[config.mk]
export PLATFORM = sky130hd
export DESIGN_NAME = fpu_div_iterative
export DESIGN_NICKNAME = d
export VERILOG_FILES = /design/src/rtl/fpu_div_iterative.sv
export SDC_FILE = /design/constraint.sdc
export NUM_CORES = 1
export LEC_CHECK = 0
export BUFFER_PORTS_ARGS = -buffer_cell sky130_fd_sc_hd__buf_4
export CORE_UTILIZATION = 53
export CTS_BUF_LIST = sky130_fd_sc_hd__clkbuf_4
export DETAILED_ROUTE_END_ITERATION = 10
export PLACE_DENSITY = 0.77
export SYNTH_ARGS = -nofsm -noshare
export SYNTH_HDL_FRONTEND = slang
export SYNTH_SLANG_ARGS = --single-unit
[constraint.sdc]
create_clock -name clk -period 3.1 [get_ports clk]
set_clock_uncertainty 0.2 [all_clocks]
set_input_delay 0.775 -clock clk [delete_from_list [all_inputs] [get_ports clk]]
set_output_delay 0.775 -clock clk [all_outputs]
set_load 0.005 [all_outputs]
[src/rtl/fpu_div_iterative.sv]
// FP16 divider using multi-cycle restoring division, truncating, with flush-to-zero on inputs and outputs.
// Optional FPU_DIV_EARLY_OUT_EN: special-case operands skip the DIV loop (2-cycle latency).
module fpu_div_iterative #(
    parameter logic [15:0] QNAN = 16'h7E00
) (
    input  logic        clk,
    input  logic        rst,
    input  logic        valid_in,
    output logic        in_ready,
    input  logic [31:0] a,
    input  logic [31:0] b,
    output logic        valid_out,
    output logic [31:0] result
);

    // state | meaning
    // IDLE  | ready for operands
    // PREP  | classify operands, set up exponent and remainder
    // DIV   | one restoring quotient bit per cycle (12 cycles)
    // NORM  | normalise or select special value, publish result
    typedef enum logic [1:0] {IDLE, PREP, DIV, NORM} state_t;

    state_t             state_q, state_d;
    logic               sign_q, sign_d;
    logic [14:0]        a_q, a_d;
    logic [14:0]        b_q, b_d;
    logic signed [6:0]  e_q, e_d;
    logic [11:0]        rem_q, rem_d;
    logic [11:0]        quo_q, quo_d;
    logic [3:0]         cnt_q, cnt_d;
    logic               special_q, special_d;
    logic [15:0]        spec_val_q, spec_val_d;
    logic               in_ready_q, in_ready_d;
    logic               valid_out_q, valid_out_d;
    logic [15:0]        res_q, res_d;

    logic [4:0]  a_exp, b_exp;
    logic        a_zero, b_zero, a_inf, b_inf, a_nan, b_nan;
    logic        spec_hit;
    logic [15:0] spec_val;
    logic [11:0] fb_ext, rem_sub;
    logic        rem_ge;
    logic signed [6:0] norm_exp;
    logic [9:0]  norm_man;
    logic        unused_upper;

    assign unused_upper = ^{a[31:16], b[31:16]};

    assign a_exp  = a_q[14:10];
    assign b_exp  = b_q[14:10];
    assign a_zero = (a_exp == 5'd0);
    assign b_zero = (b_exp == 5'd0);
    assign a_inf  = (a_exp == 5'h1F) && (a_q[9:0] == 10'd0);
    assign b_inf  = (b_exp == 5'h1F) && (b_q[9:0] == 10'd0);
    assign a_nan  = (a_exp == 5'h1F) && (a_q[9:0] != 10'd0);
    assign b_nan  = (b_exp == 5'h1F) && (b_q[9:0] != 10'd0);

    always_comb begin
        spec_hit = 1'b1;
        spec_val = QNAN;
        if (a_nan || b_nan || (a_zero && b_zero) || (a_inf && b_inf))
            spec_val = QNAN;
        else if (a_inf || b_zero)
            spec_val = {sign_q, 5'h1F, 10'd0};
        else if (a_zero || b_inf)
            spec_val = {sign_q, 15'd0};
        else
            spec_hit = 1'b0;
    end

    // Remainder stays below 2*fb, so 12 bits suffice.
    assign fb_ext  = {2'b01, b_q[9:0]};
    assign rem_ge  = (rem_q >= fb_ext);
    assign rem_sub = rem_ge ? (rem_q - fb_ext) : rem_q;

    assign norm_exp = quo_q[11] ? e_q : (e_q - 7'sd1);
    assign norm_man = quo_q[11] ? quo_q[10:1] : quo_q[9:0];

    always_comb begin
        state_d     = state_q;
        sign_d      = sign_q;
        a_d         = a_q;
        b_d         = b_q;
        e_d         = e_q;
        rem_d       = rem_q;
        quo_d       = quo_q;
        cnt_d       = cnt_q;
        special_d   = special_q;
        spec_val_d  = spec_val_q;
        in_ready_d  = in_ready_q;
        valid_out_d = 1'b0;
        res_d       = res_q;
        case (state_q)
            IDLE: begin
                if (valid_in && in_ready_q) begin
                    sign_d     = a[15] ^ b[15];
                    a_d        = a[14:0];
                    b_d        = b[14:0];
                    in_ready_d = 1'b0;
                    state_d    = PREP;
                end
            end
            PREP: begin
                special_d  = spec_hit;
                spec_val_d = spec_val;
                e_d        = $signed({2'b00, a_exp}) - $signed({2'b00, b_exp}) + 7'sd15;
                rem_d      = {2'b01, a_q[9:0]};
                quo_d      = 12'd0;
                cnt_d      = 4'd11;
                state_d    = DIV;
`ifdef FPU_DIV_EARLY_OUT_EN
                if (spec_hit)
                    state_d = NORM;
`endif
            end
            DIV: begin
                rem_d = {rem_sub[10:0], 1'b0};
                quo_d = {quo_q[10:0], rem_ge};
                cnt_d = cnt_q - 4'd1;
                if (cnt_q == 4'd0)
                    state_d = NORM;
            end
            NORM: begin
                if (special_q)
                    res_d = spec_val_q;
                else if (norm_exp <= 7'sd0)
                    res_d = {sign_q, 15'd0};
                else if (norm_exp >= 7'sd31)
                    res_d = {sign_q, 5'h1F, 10'd0};
                else
                    res_d = {sign_q, norm_exp[4:0], norm_man};
                valid_out_d = 1'b1;
                in_ready_d  = 1'b1;
                state_d     = IDLE;
            end
            default: state_d = IDLE;
        endcase
    end

    always_ff @(posedge clk) begin
        if (rst) begin
            state_q     <= IDLE;
            sign_q      <= 1'b0;
            a_q         <= 15'd0;
            b_q         <= 15'd0;
            e_q         <= 7'sd0;
            rem_q       <= 12'd0;
            quo_q       <= 12'd0;
            cnt_q       <= 4'd0;
            special_q   <= 1'b0;
            spec_val_q  <= 16'd0;
            in_ready_q  <= 1'b1;
            valid_out_q <= 1'b0;
            res_q       <= 16'd0;
        end else begin
            state_q     <= state_d;
            sign_q      <= sign_d;
            a_q         <= a_d;
            b_q         <= b_d;
            e_q         <= e_d;
            rem_q       <= rem_d;
            quo_q       <= quo_d;
            cnt_q       <= cnt_d;
            special_q   <= special_d;
            spec_val_q  <= spec_val_d;
            in_ready_q  <= in_ready_d;
            valid_out_q <= valid_out_d;
            res_q       <= res_d;
        end
    end

    assign in_ready  = in_ready_q;
    assign valid_out = valid_out_q;
    assign result    = {16'd0, res_q};

endmodule

==> results_dict.tcl, run 1 <==
set metrics [dict create \
    status "finished with violations" \
    violations "design-rule violations" \
    synth-edff-count 0 \
    slew_headroom 0.5567 \
    drive_gt1_frac 0.1316 \
    vias 4292 \
    track_usage 0.2168 \
    gp_congestion 0.8956 \
    hold_class "flop to flop" \
    r2r_end "rem_q[5]" \
    power_w 0.004399 \
    antenna_found_initial 1 \
    hold_viol 0 \
    insertion_delay_ps 430 \
    hold_ws_ps 254.5 \
    yosys-top-cells-area "dfxtp_1 (36%), nand2_1 (8.2%), a21oi_1 (6.9%)" \
    grt_pass1_wl_um 17240 \
    cts.sinks 90 \
    fin_nets 749 \
    overflow 0 \
    pin_count 101 \
    crit_chain "inv_1, ha_1, fa_1, nand2b_1, a21o_1, a21oi_1, o2111ai_1, and2_1, a311o_1" \
    crit_type "flop to flop" \
    first_pass_iters 9 \
    ys.flop_type "dfxtp_1" \
    start_util 0.5580 \
    crit_path_start_kind "flop" \
    rsz0062_at_grt "false" \
    dp.final_hpwl_um 7434 \
    fin_tns_setup_ps 0 \
    fin_crit_ps 2732 \
    worst-path-buf-inv 1 \
    io_buffers 52 \
    finalCoreUtilization 0.6140 \
    yosysTopAreaCellShare 0.3649 \
    cts_inserted_buffers 9 \
    synth_top_cell_by_area "dfxtp_1" \
    cts_buffer_depth 2 \
    tightest_slew_ps 659.1 \
    fillers 795 \
    ys_seq_area_frac 0.3649 \
    crit_path_max_incr_delay_ps 390 \
    die-height_um 98.52 \
    power.density_nw_per_um2 809.7 \
    htreeDepth 3 \
    yosys-top-cells-count "nand2_1 (108), dfxtp_1 (90), a21oi_1 (68), nor2_1 (38), inv_1 (31)" \
    ys_ff_latch 90 \
    ys_async_sr_fraction 0 \
    cp.arrival_ps 2860 \
    tritoncts "yes" \
    worstReg2RegStart "rem_q[0]" \
    path_delay_family "compound AO/OA/AOI/OAI gates" \
    core_um2 8848 \
    cp-endpoint "rem_q[5]" \
    drc 1 \
    worstPathRequired_ps 3230 \
    synth_warnings 0 \
    avgSynthCellArea_um2 7.976 \
    cts_root_buf "clkbuf_4" \
    max-vdd-ir-drop_mv 0.3204 \
    grt_pass1_vias 3841 \
    syn_inst 619 \
    dieWidth_um 98.52 \
    setup_viol 0 \
    crit_fanout 10 \
    wire_per_inst_um 13.16 \
    ff2ff_path_depth 9 \
    post_cts_buffers 0 \
    avgViaCountPerCell 5.574 \
    fmax_ghz 0.3660 \
    crit_slowest_cell "fa_1" \
    rows 34 \
    cts-resized-gates 0 \
    syn_area_um2 4937 \
    syn2layout_area_growth_pct 10.04 \
    cp-startpoint "rem_q[0]" \
    postRouteAntennaNets 0 \
    grt_max_degree 32 \
    finalMaxSlewViolations 0 \
    post_synth_num_cell_types 66 \
    finalCritPeriodShare 0.8814 \
    rrSetupSlack_ps 370 \
    die_area_um2 9705 \
    wl_um 10130 \
    maxCapViolations 0 \
    drt_iter0_markers 245 \
    power.leakage_nw 2.137 \
    clk_pin_slew_ps 130 \
    cp_num_cells 9 \
    cts_hold_buf 0 \
    cp-end-kind "flop" \
    synth_most_common_cell "nand2_1" \
]
-- sequential cells by signal, indices dropped and copies added (netlist names), 2 cells and up --
register    count
res_q          16
a_q            15
b_q            15
quo_q          12
rem_q          12
e_q             7
cnt_q           4
spec_val_q      3
state_q         2
-- worst min path at each step --
stage | start | end | slack (ps) | cells past startpoint
detailed placement | res_q[8] | res_q[8] | 240 | 2
global route | res_q[3] | res_q[3] | 290 | 2
CTS | res_q[8] | res_q[8] | 260 | 2
finish | res_q[8] | res_q[8] | 250 | 2
global placement | res_q[6] | res_q[6] | 240 | 2
floorplan | rem_q[11] | rem_q[11] | 240 | 2
-- worst register-to-register path, stage by stage, from the launching register on --
cell       delay [ps]
dfxtp_1           350
inv_1              60
ha_1              200
fa_1              400
nand2b_1          210
a21o_1            210
a21oi_1           180
o2111ai_1         140
and2_1            310
a311o_1           390
-- final cells by class --
type / count / area, µm² / share of cell area
clock inverter: 4 / 42.54 / 0.007830
sequential: 90 / 1802 / 0.3316
tap: 108 / 135.1 / 0.02487
antenna: 1 / 2.502 / 0.0004606
clock buffer: 12 / 90.09 / 0.01658
inverter: 31 / 116.4 / 0.02142
multi-input combinational: 461 / 2771 / 0.5101
timing repair buffer: 63 / 473.0 / 0.08706
-- power breakdown --
group	total, W	switching, W	internal (W)
sequential	0.00156	0.000208	0.00135
combinational	0.00219	0.00129	0.000899
clock	0.000644	0.000376	0.000268
-- routing by layer --
metal / track usage / part of all wire / vias to the layer above
met1: 0.2971 / 0.50 / 1953
met2: 0.3429 / 0.43 / 111
li1: - / - / 2209
met4: 0.09414 / 0.023 / 0
met3: 0.02979 / 0.038 / 19
met5: 0 / 0 / -
-- cell families (layout without fill, tap and decap cells) --
kind of cell | Yosys count | after routing | synth area share
AO/OA/AOI/OAI | 149 | 149 | 0.1916
XOR/XNOR | 17 | 17 | 0.03016
adder cells (fa/ha/maj) | 26 | 26 | 0.06893
buffers and inverters | 83 | 110 | 0.08515
flip-flops | 90 | 90 | 0.3649
multiplexers | 15 | 15 | 0.03041
other | 1 | 17 | 0.0007595
AND/OR/NAND/NOR | 238 | 238 | 0.2281
-- metrics by stage --
step                      cells  setup WS (ps)  instance area [µm²]
after floorplan             634          550.2                 4994
after global placement      753          472.9                 5298
after detailed placement    753          426.0                 5298
after CTS                   769          396.3                 5430
after global routing        770          221.5                 5433
final                       770          367.8                 5433
-- cell usage in the layout (no fill, tap or decap), types with 3 or more instances in the layout --
cell,n
dfxtp_1,90
nand4_1,8
a211oi_1,9
conb_1,16
nand2_1,108
a221oi_1,3
a21oi_1,68
o21ai_0,13
o221ai_1,7
xnor2_1,9
a31oi_1,3
o21ai_1,6
and3_1,12
nor2b_1,7
or3_1,5
nor3_1,7
nor4_1,5
buf_4,63
a311oi_1,7
nand3_1,30
a21o_1,6
inv_1,31
clkbuf_4,12
ha_1,24
mux2i_1,15
nor2_1,38
xor2_1,8
o21a_1,4
nand2b_1,4
Note: power is estimated with default switching activity, not from simulation.
==> inputs of run 2 (changes only) <==
--- a/config.mk
+++ b/config.mk
@@ -6,10 +6,13 @@
 export NUM_CORES = 1
 export LEC_CHECK = 0
 export BUFFER_PORTS_ARGS = -buffer_cell sky130_fd_sc_hd__buf_4
-export CORE_UTILIZATION = 53
+export CELL_PAD_IN_SITES_DETAIL_PLACEMENT = 0
+export CELL_PAD_IN_SITES_GLOBAL_PLACEMENT = 2
+export CORE_UTILIZATION = 33
 export CTS_BUF_LIST = sky130_fd_sc_hd__clkbuf_4
 export DETAILED_ROUTE_END_ITERATION = 10
-export PLACE_DENSITY = 0.77
+export GPL_ROUTABILITY_DRIVEN = 0
+export PLACE_DENSITY_LB_ADDON = 0.1
 export SYNTH_ARGS = -nofsm -noshare
 export SYNTH_HDL_FRONTEND = slang
 export SYNTH_SLANG_ARGS = --single-unit
==> results_dict.tcl, run 2 (synthesized netlist as in run 1, its figures left out) <==
set metrics [dict create \
    hold_path.startpoint "res_q[6]" \
    finalCritPeriodShare 0.8944 \
    grt_max_degree 47 \
    dieWidth_um 124.3 \
    antenna_found_initial 0 \
    crit_slowest_cell "fa_1" \
    crit_path_start_kind "flop" \
    overflow 0 \
    hold_viol 0 \
    tritoncts "yes" \
    seqPwrFrac 0.353 \
    finalMaxSlewViolations 0 \
    rsz0062_at_grt "false" \
    cp.arrival_ps 2930 \
    fillers 1540 \
    final_cell_mix "nand2_1 (108), dfxtp_1 (90), a21oi_1 (68)" \
    status "completed" \
    worstPathRequired_ps 3260 \
    pin_count 101 \
    placed_area_um2 5385 \
    slew_headroom 0.5151 \
    dp.final_hpwl_um 8852 \
    io_buffers 52 \
    rows 44 \
    power.leakage_nw 2.132 \
    clk_pin_slew_ps 140 \
    hold_class "flop to flop" \
    cts_root_buf "clkbuf_4" \
    cp-end-kind "flop" \
    p_int_w 0.002501 \
    whs_endpoint "res_q[6]" \
    drive_gt1_frac 0.1303 \
    final_common_cell "nand2_1" \
    drc 0 \
    worstReg2RegStart "rem_q[0]" \
    rrSetupSlack_ps 330 \
    switchingPower_w 0.001948 \
    cts_hold_buf 0 \
    comb_power_share 0.499 \
    avgViaCountPerCell 5.071 \
    first_pass_iters 4 \
    cts-resized-gates 0 \
    crit_type "flop to flop" \
    insertion_delay_ps 460 \
    tightest_slew_ps 720.9 \
    fmax_ghz 0.3607 \
    max-vdd-ir-drop_mv 0.2756 \
    setup_viol 0 \
    die_area_um2 15450 \
    reg_top3 "res_q: 16 flops, a_q: 15 flops, b_q: 15 flops" \
    r2r_end "rem_q[5]" \
    postRouteAntennaNets 0 \
    ff2ff_path_depth 9 \
    largest_reg_flops 16 \
    start_util 0.3384 \
    fin_crit_ps 2773 \
    largest_register "res_q" \
    post_cts_buffers 0 \
    track_usage 0.1630 \
    wire_per_inst_um 14.27 \
    fin_area_um2 5517 \
    htreeDepth 3 \
    cts_buffer_depth 2 \
    maxCapViolations 0 \
    swShare 0.4379 \
    syn2layout_area_growth_pct 11.73 \
    crit_chain "inv_1, ha_1, fa_1, nand2b_1, a21o_1, a21oi_1, o2111ai_1, and2_1, a311o_1" \
    wl_um 12050 \
    die-height_um 124.3 \
    fin_nets 748 \
    grt_pass1_wl_um 20440 \
    crit_path_max_incr_delay_ps 390 \
    grt_pass1_vias 4126 \
    fin_tns_setup_ps 0 \
    power.density_nw_per_um2 806.4 \
    vias 4280 \
    antenna_cells 0 \
    core_um2 14590 \
    drt_iter0_markers 221 \
    cts.sinks 90 \
    crit_fanout 10 \
    clock_power_share 0.147 \
    cts_inserted_buffers 9 \
    worstHoldPathCells 2 \
]
run 2: cell types whose count changed in the layout (fill, tap and decap cells not counted):
cell      delta
buf_4        -1
clkbuf_4     -2
clkinv_2     +1
diode_2      -1
inv_6        +1
run 2: area by class of cell:
type	instances	area (µm²)	area share
clock buffers	10	75.07	0.01361
clock inverters	6	56.30	0.01021
repair buffers	62	465.4	0.08437
well taps	184	230.2	0.04173
flip-flops and latches	90	1802	0.3266
inverters	31	116.4	0.02109
multi-input cells	461	2771	0.5024
run 2: metal layers:
| metal | wire (µm) | part of all wire | track usage | vias up |
|---|---|---|---|---|
| li1 | - | - | - | 2206 |
| met2 | 5430 | 0.45 | 0.2665 | 78 |
| met3 | 417 | 0.035 | 0.04467 | 6 |
| met5 | 0 | 0 | 0 | - |
| met1 | 6100 | 0.51 | 0.2118 | 1990 |
| met4 | 101 | 0.0084 | 0.03827 | 0 |
run 2: power groups by stage:
stage	Sequential, W	Combinational, W	Clock [W]
floorplan	0.00151	0.00183	0
global placement	0.00159	0.00221	0
detailed placement	0.00160	0.00223	0
CTS	0.00157	0.00225	0.000691
global route	0.00160	0.00251	0.000748
finish	0.00157	0.00222	0.000656
run 2: worst max path at each step:
stage,from,endpoint,depth (start not counted)
6_report,rem_q[0],rem_q[5],9
2_1_floorplan,rem_q[0],rem_q[5],10
3_5_place_dp,rem_q[0],rem_q[5],9
3_3_place_gp,rem_q[0],rem_q[5],9
5_1_grt,rem_q[0],rem_q[5],9
4_1_cts,rem_q[0],rem_q[5],9
run 2: worst max-delay path: cells and delay by family (launching register included):
family / cells / cell delay, ps
AO/OA/AOI/OAI: 4 / 960
adder cells (fa/ha/maj): 2 / 590
buffers and inverters: 1 / 60
flip-flops: 1 / 350
AND/OR/NAND/NOR: 2 / 510
run 2: metrics by stage:
step / worst slack (ps) / util / total power [W] / hold slack, ps / std cells
finish: 327.4 / 0.3781 / 0.004449 / 254.9 / 844
global route: 192.2 / 0.3781 / 0.004866 / 275.9 / 844
CTS: 311.2 / 0.3781 / 0.004508 / 260.2 / 844
detailed placement: 345.2 / 0.3691 / 0.003831 / 241.5 / 828
global placement: 391.2 / 0.3691 / 0.003795 / 236.1 / 828
floorplan: 550.2 / - / 0.003339 / 235.7 / 634
==> inputs of run 3 (changes only) <==
--- a/config.mk
+++ b/config.mk
@@ -12,7 +12,7 @@
 export CTS_BUF_LIST = sky130_fd_sc_hd__clkbuf_4
 export DETAILED_ROUTE_END_ITERATION = 10
 export GPL_ROUTABILITY_DRIVEN = 0
-export PLACE_DENSITY_LB_ADDON = 0.1
+export PLACE_DENSITY_LB_ADDON = 0.05
 export SYNTH_ARGS = -nofsm -noshare
 export SYNTH_HDL_FRONTEND = slang
 export SYNTH_SLANG_ARGS = --single-unit
==> results_dict.tcl, run 3 (synthesized netlist as in run 1, its figures left out) <==
set metrics [dict create \
    maxCapViolations 0 \
    worstReg2RegStart "rem_q[0]" \
    fin_nets 749 \
    crit_slowest_cell "fa_1" \
    place_ws_ps 376.7 \
    power.leakage_nw 2.148 \
    cp-end-kind "flop" \
    htreeDepth 3 \
    cts_inserted_buffers 9 \
    syn2layout_area_growth_pct 12.67 \
    cp.arrival_ps 2900 \
    grt_max_degree 42 \
    final_common_cell "nand2_1" \
    whs_endpoint "res_q[5]" \
    largest_reg_flops 16 \
    cts.sinks 90 \
    status "completed" \
    io_buffers 52 \
    worstPathRequired_ps 3260 \
    post_cts_buffers 0 \
    overflow 0 \
    crit_path_start_kind "flop" \
    cts_hold_buf 0 \
    worstHoldPathCells 2 \
    final_cell_mix "nand2_1 (108), dfxtp_1 (90), a21oi_1 (68)" \
    finalWorstSetupSlack_ps 362.5 \
    finalMaxSlewViolations 0 \
    wl_um 12210 \
    fin_tns_setup_ps 0 \
    dieWidth_um 124.3 \
    drc 0 \
    worst-path-buf-inv 1 \
    core_um2 14590 \
    drt_iter0_markers 279 \
    crit_path_max_incr_delay_ps 390 \
    rows 44 \
    antenna_found_initial 1 \
    finalCritPeriodShare 0.8831 \
    crit_type "flop to flop" \
    insertion_delay_ps 470 \
    clk_pin_slew_ps 160 \
    avgViaCountPerCell 5.000 \
    slew_headroom 0.5143 \
    tightest_slew_ps 722.0 \
    r2r_end "rem_q[5]" \
    vias 4235 \
    drive_gt1_frac 0.1346 \
    postRouteAntennaNets 0 \
    grt_pass1_vias 4069 \
    cts_buffer_depth 2 \
    max-vdd-ir-drop_mv 0.2854 \
    fmax_ghz 0.3653 \
    path_delay_family "compound AO/OA/AOI/OAI gates" \
    largest_register "res_q" \
    pin_count 101 \
    rrSetupSlack_ps 360 \
    ff2ff_path_depth 9 \
    die-height_um 124.3 \
    crit_chain "inv_1, ha_1, fa_1, nand2b_1, a21o_1, a21oi_1, o2111ai_1, and2_1, a311o_1" \
    hold_ws_ps 256.2 \
    first_pass_iters 6 \
    die_area_um2 15450 \
    cts-resized-gates 0 \
    setup_viol 0 \
    power.density_nw_per_um2 820.3 \
    start_util 0.3384 \
    reg_top3 "res_q: 16 flops, a_q: 15 flops, b_q: 15 flops" \
    tritoncts "yes" \
    rsz0062_at_grt "false" \
    fin_crit_ps 2737 \
    grt_pass1_wl_um 20360 \
    dp.final_hpwl_um 8889 \
    hold_viol 0 \
    hold_class "flop to flop" \
    hold_path.startpoint "res_q[5]" \
    cts_root_buf "clkbuf_4" \
    wire_per_inst_um 14.41 \
    track_usage 0.1627 \
    crit_fanout 10 \
]
run 3: through the flow:
stage               instance area, µm²  power (W)  std cells    util
floorplan                         4994   0.003339        634       -
global placement                  5393   0.003810        829  0.3696
detailed placement                5393   0.003839        829  0.3696
CTS                               5558   0.004632        845  0.3810
global route                      5563   0.004987        847  0.3813
finish                            5563   0.004563        847  0.3813
run 3: layout make-up:
cell class                 count  area (µm²)
clock inverter                 6       90.09
fill                        1545        9026
inverter                      31       116.4
multi-input combinational    461        2771
tap                          184       230.2
antenna                        2       5.005
timing repair buffer          63       473.0
clock buffer                  10       75.07
sequential                    90        1802
run 3: worst max path at each step:
stage               startpoint       end  slack (ps)  cells past startpoint
global route          rem_q[0]  rem_q[5]         180                      9
detailed placement    rem_q[0]  rem_q[5]         380                      9
floorplan             rem_q[0]  rem_q[5]         550                     10
CTS                   rem_q[0]  rem_q[5]         340                      9
global placement      rem_q[0]  rem_q[5]         380                      9
finish                rem_q[0]  rem_q[5]         360                      9
run 3: layer usage:
layer	routed length [µm]	up-vias	track usage
met1	6085	1926	0.2173
li1	-	2220	-
met5	0	-	0
met3	450	11	0.04124
met2	5531	78	0.2584
met4	136	0	0.04536
run 3: where the power goes:
group	internal, W	switching, W
combinational	0.000899	0.00133
sequential	0.00135	0.000215
clock	0.000339	0.000427
total	0.00259	0.00197
run 3: tightest hold or removal path, delay by kind of cell (launching register included):
| family | cells | cell delay, ps |
|---|---|---|
| AOI/OAI and AO/OA | 1 | 50 |
| DFF | 1 | 340 |
| and+or+nand+nor | 1 | 50 |
